`src/rtl/writeback_stage.sv`:
```
// writeback_stage
// Last pipeline stage before the register file. Each clock edge it fills one
// registered write slot (o_rd_addr/o_rd_data) with one of:
//   1. a single-cycle pipeline result (highest priority),
//   2. the head of a small FIFO of long-latency unit results (mul/div/load),
//   3. nothing (o_rd_addr = 0, o_rd_data holds).
// A 32-bit scoreboard tracks destinations of issued long ops so decode can
// stall. The slot contents are forwarded to operand read.
//
// Ports:
//   i_clk, i_rst                        clock, async active-high reset
//   i_pipe_valid/rd_addr/rd_data        single-cycle result
//   i_lu_issue/i_lu_issue_rd            long op issued (sets scoreboard bit)
//   i_lu_valid/rd_addr/rd_data          long-unit result, accepted when o_lu_ready
//   o_lu_ready                          FIFO not full
//   o_rd_addr/o_rd_data                 regfile write port (addr 0 = no write)
//   i_rs1_addr/i_rs2_addr               decode source registers
//   o_rs1_busy/o_rs2_busy               source has an outstanding long op
//   o_rs1_fwd/o_rs2_fwd                 source matches in-flight write slot
//   o_pending_count                     number of pending scoreboard bits
//   o_conflict                          sticky hazard-violation flag
module writeback_stage #(
    parameter int LU_DEPTH = 2
) (
    input  logic        i_clk,
    input  logic        i_rst,
    input  logic        i_pipe_valid,
    input  logic [4:0]  i_pipe_rd_addr,
    input  logic [31:0] i_pipe_rd_data,
    input  logic        i_lu_issue,
    input  logic [4:0]  i_lu_issue_rd,
    input  logic        i_lu_valid,
    input  logic [4:0]  i_lu_rd_addr,
    input  logic [31:0] i_lu_rd_data,
    output logic        o_lu_ready,
    output logic [4:0]  o_rd_addr,
    output logic [31:0] o_rd_data,
    input  logic [4:0]  i_rs1_addr,
    input  logic [4:0]  i_rs2_addr,
    output logic        o_rs1_busy,
    output logic        o_rs2_busy,
    output logic        o_rs1_fwd,
    output logic        o_rs2_fwd,
    output logic [5:0]  o_pending_count,
    output logic        o_conflict
);

    localparam int IDX_W = $clog2(LU_DEPTH);
    localparam int PTR_W = IDX_W + 1;

    // ---------------- long-unit result FIFO ----------------
    logic [LU_DEPTH-1:0][4:0]  fifo_rd;
    logic [LU_DEPTH-1:0][31:0] fifo_data;
    logic [PTR_W-1:0]          wptr, rptr;
    logic                      full, empty, push, pop;
    logic [4:0]                head_rd;
    logic [31:0]               head_data;

    // Pointers carry one extra wrap bit: equal low bits with differing MSB
    // means full, identical pointers mean empty.
    assign full  = (wptr[PTR_W-1] != rptr[PTR_W-1]) &&
                   (wptr[IDX_W-1:0] == rptr[IDX_W-1:0]);
    assign empty = (wptr == rptr);

    assign o_lu_ready = !full;
    assign push       = i_lu_valid && !full;

    assign head_rd   = fifo_rd[rptr[IDX_W-1:0]];
    assign head_data = fifo_data[rptr[IDX_W-1:0]];

    // A pipeline result that actually writes takes the slot; rd=0 pipeline
    // traffic never blocks the FIFO drain.
    logic pipe_commit;
    assign pipe_commit = i_pipe_valid && (i_pipe_rd_addr != 5'd0);
    assign pop         = !pipe_commit && !empty;

    // Storage needs no reset: only entries between the pointers are read.
    always_ff @(posedge i_clk) begin
        if (push) begin
            fifo_rd[wptr[IDX_W-1:0]]   <= i_lu_rd_addr;
            fifo_data[wptr[IDX_W-1:0]] <= i_lu_rd_data;
        end
    end

    always_ff @(posedge i_clk or posedge i_rst) begin
        if (i_rst) begin
            wptr <= '0;
            rptr <= '0;
        end else begin
            if (push) wptr <= wptr + PTR_W'(1);
            if (pop)  rptr <= rptr + PTR_W'(1);
        end
    end

    // ---------------- commit slot ----------------
    always_ff @(posedge i_clk or posedge i_rst) begin
        if (i_rst) begin
            o_rd_addr <= 5'd0;
            o_rd_data <= 32'd0;
        end else if (pipe_commit) begin
            o_rd_addr <= i_pipe_rd_addr;
            o_rd_data <= i_pipe_rd_data;
        end else if (pop) begin
            o_rd_addr <= head_rd;       // rd=0 entries commit as no-write
            o_rd_data <= head_data;
        end else begin
            o_rd_addr <= 5'd0;
        end
    end

    // ---------------- scoreboard ----------------
    logic [31:0] pending, pending_nxt;
    logic [5:0]  count_nxt;
    logic        issue_set;
    logic        conflict_evt;

    assign issue_set = i_lu_issue && (i_lu_issue_rd != 5'd0);

    // Clear first, then set, so a same-cycle issue to the popping rd keeps
    // the bit pending.
    always_comb begin
        pending_nxt = pending;
        if (pop && head_rd != 5'd0) pending_nxt[head_rd] = 1'b0;
        if (issue_set)              pending_nxt[i_lu_issue_rd] = 1'b1;
        pending_nxt[0] = 1'b0;
    end

    always_comb begin
        count_nxt = 6'd0;
        for (int i = 1; i < 32; i++) count_nxt = count_nxt + {5'd0, pending_nxt[i]};
    end

    // Hazards judged against the pre-edge scoreboard. x0 is never tracked,
    // so rd=0 results are not treated as unexpected.
    assign conflict_evt = (issue_set && pending[i_lu_issue_rd]) ||
                          (pipe_commit && pending[i_pipe_rd_addr]) ||
                          (push && (i_lu_rd_addr != 5'd0) && !pending[i_lu_rd_addr]);

    always_ff @(posedge i_clk or posedge i_rst) begin
        if (i_rst) begin
            pending         <= 32'd0;
            o_pending_count <= 6'd0;
            o_conflict      <= 1'b0;
        end else begin
            pending         <= pending_nxt;
            o_pending_count <= count_nxt;
            if (conflict_evt) o_conflict <= 1'b1;
        end
    end

    // ---------------- decode-side status ----------------
    assign o_rs1_busy = pending[i_rs1_addr];
    assign o_rs2_busy = pending[i_rs2_addr];
    assign o_rs1_fwd  = (o_rd_addr != 5'd0) && (o_rd_addr == i_rs1_addr);
    assign o_rs2_fwd  = (o_rd_addr != 5'd0) && (o_rd_addr == i_rs2_addr);

endmodule

```
`config.mk`:
```
export PLATFORM = sky130hd
export DESIGN_NAME = writeback_stage
export DESIGN_NICKNAME = d
export VERILOG_FILES = /design/src/rtl/writeback_stage.sv
export SDC_FILE = /design/constraint.sdc
export NUM_CORES = 1
export LEC_CHECK = 0
export BUFFER_PORTS_ARGS = -buffer_cell sky130_fd_sc_hd__buf_2
export CORE_ASPECT_RATIO = 1.25
export CORE_UTILIZATION = 38
export CTS_CLUSTER_SIZE = 8
export DETAILED_ROUTE_END_ITERATION = 16
export GPL_ROUTABILITY_DRIVEN = 1
export PLACE_DENSITY = 0.58
export RECOVER_POWER = 100
export REMOVE_ABC_BUFFERS = 1
export SLEW_MARGIN = 15
export SYNTH_ARGS = -nofsm -noshare
export SYNTH_HDL_FRONTEND = slang
export SYNTH_SLANG_ARGS = --single-unit
export TNS_END_PERCENT = 50
```
`constraint.sdc`:
```
create_clock -name i_clk -period 8.2 [get_ports i_clk]
set_input_delay 1.64 -clock i_clk [delete_from_list [all_inputs] [get_ports i_clk]]
set_output_delay 1.64 -clock i_clk [all_outputs]
set_load 0.02 [all_outputs]
```
# After elaboration in Yosys (flattened, before gate mapping)
# Cells that the tools add are included.
# totals
in_bits,94
wordCells,119
out_inout_bits,49
reg_bits,153
# op_classes
n_mux,30
eq_ne,5
add_sub_neg,32
n_bitwise,3
n_lt_le_gt_ge,11
reduce_logical,27
# ops
operator,count
two-way mux 32 bit,7
adder 6 x 1 -> 6 bit,25
bitwise mux 64 bit,1
"less-than comparator 5 x 6 -> 1 bit, second input constant",6
bitwise AND 32 bit,1
demux 32 bit (select 1 bit),1
inverter 32 bit,1
OR 32 bit,1
binary-select mux 1 bit (select 5 bit),5
two-way mux 5 bit,5
nonzero test 5 bit,5
logical AND 1 bit,15
bitwise mux 10 bit,1
demux 1 bit (select 5 bit),2
== test 5 bit,2
">= comparator 5 x 1 -> 1 bit, second input constant",2
two-way mux 1 bit,7
adder 5 x 1 -> 6 bit,1
adder 4 x 1 -> 5 bit,1
demux 5 bit (select 1 bit),1
"adder 2 x 1 -> 2 bit, second input constant",2
adder 3 x 1 -> 4 bit,1
zero test 1 bit,4
"less-than comparator 1 x 2 -> 1 bit, second input constant",2
8 further kinds,9

# Longest topological paths before layout
# logic_depth
ltp_word,41
depth_mapped,25
depth_no_buf,22

# Least setup slack after synthesis
# Ideal clock, no wire load.
# synth_timing
path_kind,input-to-reg
startpoint,input i_pipe_rd_addr[1]
endpoint,register o_pending_count[4]
setup_slack_ps,864
path_stages,23
required_ps,8120
arrival_ps,7256
n_path_buf,1
setup_ps,80
cell_sequence,buf_2 or2_4 o41ai_4 nand3_1 o21ai_0 o21ai_0 fa_1 inv_1 fa_1 fa_1 inv_1 fa_1 inv_1 fa_1 inv_1 fa_1 fa_1 inv_1 fa_1 inv_1 a21o_1 a21oi_1 xnor2_1
# synth_between
word_cells_on_any_way,38
# synth_lines
item,line,source
from (decl),28,"input logic [4:0] i_pipe_rd_addr,"
nonzero test 5 bit *,74,assign pipe_commit = i_pipe_valid && (i_pipe_rd_addr != 5'd0);
logical AND 1 bit *,74,
zero test 1 bit *,75,assign pop = !pipe_commit && !empty;
logical AND 1 bit *,75,
logical AND 1 bit *,123,if (pop && head_rd != 5'd0) pending_nxt[head_rd] = 1'b0;
two-way mux 32 bit *,123,
OR 32 bit (no line),n/a,
two-way mux 32 bit *,124,if (issue_set) pending_nxt[i_lu_issue_rd] = 1'b1;
via pending_nxt[18],112,"logic [31:0] pending, pending_nxt;"
adder 6 x 1 -> 6 bit * (14 in a row),130,"for (int i = 1; i < 32; i++) count_nxt = count_nxt + {5'd0, pending_nxt[i]};"
via count_nxt[4],113,logic [5:0] count_nxt;
to (signal assigned),146,o_pending_count <= count_nxt;
to (decl),44,"output logic [5:0] o_pending_count,"
# Mark *: on every way through the listed nets, which the timed path passes. The rest lies on a longest branch.
# A chain may end at the register's enable or synchronous reset.

# Worst setup path after layout
# layout_timing
startpoint,input i_pipe_rd_addr[2]
endpoint,register o_pending_count[4]
# The elaborated chain is that of the path after synthesis.

==> reports/metrics.csv <==
metric,value,unit
outcome,"complete, but fails checks",
failing checks,"max-capacitance violations, max-slew violations",
Final Core Density,45.4,%
Die ar.,0.0225,mm^2
r2r endpoint,o_pending_count[4]$_DFF_PP0_,
Area Overhead vs Synth,17.4,%
PostCTS Resize Cnt,0,
post-synth top area cell,edfxtp_1,
clk_lat worst skew,420,ps
layout cell share with drive strength beyond 1,20.1,%
Worst Path Max Fanout,9,
Worst Hold Class,reg -> reg,
slew at the pin closest to its max-slew limit,2810,ps
hold-critical path endpoint,wptr[1]$_DFFE_PP0P_,
# clock sinks,153,
CP Data Arrival Time,7790,ps
Ys Warns,0,
CTS Root Cell,clkbuf_16,
Die W,134,um
vias per cell,5.39,
r2r setup slk,1330,ps
# diodes,0,
Layout Nets,948,
CP Class,in -> reg,
min Tclk post-route,7450,ps
overall routing resource usage,19.8,%
predominant post-synthesis flop cell,dfrtp_1,
post-synth top area share,26.7,%
Clock Pin Slew Worst Setup and Hold Paths,70,ps
Worst Clk Skew,8.73,ps
Detailed Place HPWL,14900,um
Max Root-Sink Buffers,2,
endpoints failing hold,0,
core footprint,0.0215,mm^2
gpl congestion,0.832,
startpoint class of the critical path,input pin,
final period utilization,90.9,%
Starting Density,38.7,%
Final Max Tran Viols,221,
number of post-CTS setup repair buffers,0,
Synth async-reset ratio,51.6,%
register area share after synthesis,50.5,%
Worst Reg-to-Reg Cells,22,
Critical Path RT,8540,ps
Area contributors post-synth,"edfxtp_1 27%, dfrtp_1 24%, mux4_2 9.5%",
Min-Delay Path Depth,1,
Yosys cell types,49,
wire per inst,18.8,um
synthesized area,0.00831,mm^2
PortBufs,142,
clock buffer count from CTS,17,
"flops & latches, synth",153,
synthesized instance count,698,
TritonCTS clock tree,done,
Setup-failing EPs final,0,
initial antenna violation count,0,
# rows,60,
f_max,134,MHz
DR pass1 iterations,4,
vias in the first global route,6153,
FF-to-FF Start,rptr[0]$_DFFE_PP0P_,
Die Span Y,167,um
crit path capture type,register,
RSZ-0062 raised after global routing,no,
Avg Inst Size Synth,11.9,um^2
max-cap violation count,5,
first-pass GRT wire length,33900,um
total gr overflow,0,
hold_sp,wptr[1]$_DFFE_PP0P_,
Total Routed Length,21000,um
total number of vias,6019,
DRC viols,0,
number of synthesized flops with an enable pin,74,
Max transition margin,-87.4,%
largest net degree at the start of global routing,69,
number of hold buffers added after CTS,0,
H-tree depth,4,
ANT nets after route,0,
Initial DRC Count,401,
I/O Pins,143,
layout make-up:
| cell class | instances | area, um^2 |
|---|---|---|
| fillers | 2067 | 11700 |
| clock buffers | 17 | 425 |
| clock inverters | 15 | 183 |
| flip-flops and latches | 153 | 4200 |
| repair buffers | 149 | 673 |
| well taps | 279 | 349 |
| inverters | 34 | 129 |
| multi-input cells | 469 | 3800 |
flip-flops by register name, indices dropped and copies added, names as in the netlist:
| signal | flops |
|---|---|
| fifo_data | 64 |
| fifo_rd | 10 |
| o_conflict | 1 |
| o_pending_count | 6 |
| o_rd_addr | 5 |
| o_rd_data | 32 |
| pending | 31 |
| rptr | 2 |
| wptr | 2 |
worst max path at each step:
| stage | to | slack, ps | from |
|---|---|---|---|
| after CTS | o_pending_count[4]$_DFF_PP0_ | 840 | i_pipe_rd_addr[2] |
| after global routing | o_pending_count[4]$_DFF_PP0_ | 260 | i_pipe_rd_addr[2] |
| final | o_pending_count[4]$_DFF_PP0_ | 750 | i_pipe_rd_addr[2] |
| after detailed placement | o_pending_count[4]$_DFF_PP0_ | 410 | i_pipe_rd_addr[2] |
| after floorplan | o_pending_count[4]$_DFF_PP0_ | -5 | rptr[0]$_DFFE_PP0P_ |
| after global placement | o_pending_count[4]$_DFF_PP0_ | 540 | i_pipe_rd_addr[2] |
cell families after synthesis:
group	synth area share (%)
AOI/OAI and AO/OA	13.2
DFF	50.5
and+or+nand+nor	7.83
adders and majority gates	6.59
xor gates and xnor gates	2.00
buffers and inverters	3.75
muxes	16.1
layout by cell type (no fill, tap or decap), types with 5 or more instances in the layout:
cell	instances
o21ai_0	126
o31ai_1	5
nand3_1	13
xor2_1	6
fa_1	23
inv_1	33
mux4_2	35
a21oi_1	10
dfrtp_1	79
o21a_1	12
edfxtp_1	74
buf_2	82
clkbuf_1	64
clkbuf_16	17
xnor2_1	13
mux2i_1	44
ha_1	7
nor2_1	15
nand2_1	91
mux2_2	10
a21o_1	5
nor2b_1	7
stage by stage:
| step | hold WS [ps] | area [um^2] | cells | TNS, ps | setup slack [ps] |
|---|---|---|---|---|---|
| 3_3_place_gp | 474 | 9260 | 1084 | 0 | 541 |
| 5_1_grt | 501 | 9760 | 1116 | 0 | 263 |
| 4_1_cts | 490 | 9870 | 1116 | 0 | 843 |
| 3_5_place_dp | 477 | 9260 | 1084 | 0 | 410 |
| 6_report | 485 | 9760 | 1116 | 0 | 749 |
| 2_1_floorplan | 460 | 8130 | 656 | -4.62 | -4.62 |
worst max-delay path: stages:
cell and delay (ps):
clkbuf_1 210, or2_0 350, o41ai_4 300, nand3_1 340, o21ai_0 240, o21ai_0 190
fa_1 580, inv_1 60, fa_1 490, fa_1 520, inv_1 50, fa_1 480
inv_1 60, fa_1 530, inv_1 50, fa_1 470, fa_1 420, inv_1 80
fa_1 200, inv_1 50, a21o_1 170, a21oi_1 170, xnor2_1 130
cell usage after synthesis, types with 2 or more instances:
master,n
nor2_1,15
a22o_1,3
nand4_1,2
xnor2_1,13
a21oi_1,10
o2bb2ai_1,2
or2_2,4
a32o_1,4
o21a_1,12
dfrtp_1,79
nand2b_1,4
buf_4,2
xor2_1,6
a21o_1,5
nor4_1,3
o31ai_1,5
o21ai_0,126
nand3_1,12
o41a_1,2
fa_1,23
a31oi_1,3
nor2b_1,7
clkbuf_1,24
buf_2,15
edfxtp_1,74
mux2_2,10
a311oi_1,3
inv_1,34
o311ai_0,2
mux4_2,35
ha_1,7
and3_1,2
nand2_1,91
mux2i_1,44
routing by layer:
metal	part of all wire, %	up-vias	track usage, %
li1	-	2805	-
met1	41	2986	25.4
met2	51	195	33.7
met3	4.9	33	3.27
met4	2.3	0	7.18
met5	0	-	0
Power is left out: the tool's default activity adds up to more than one toggle a clock period on the data nets, which glitch-free logic cannot reach.
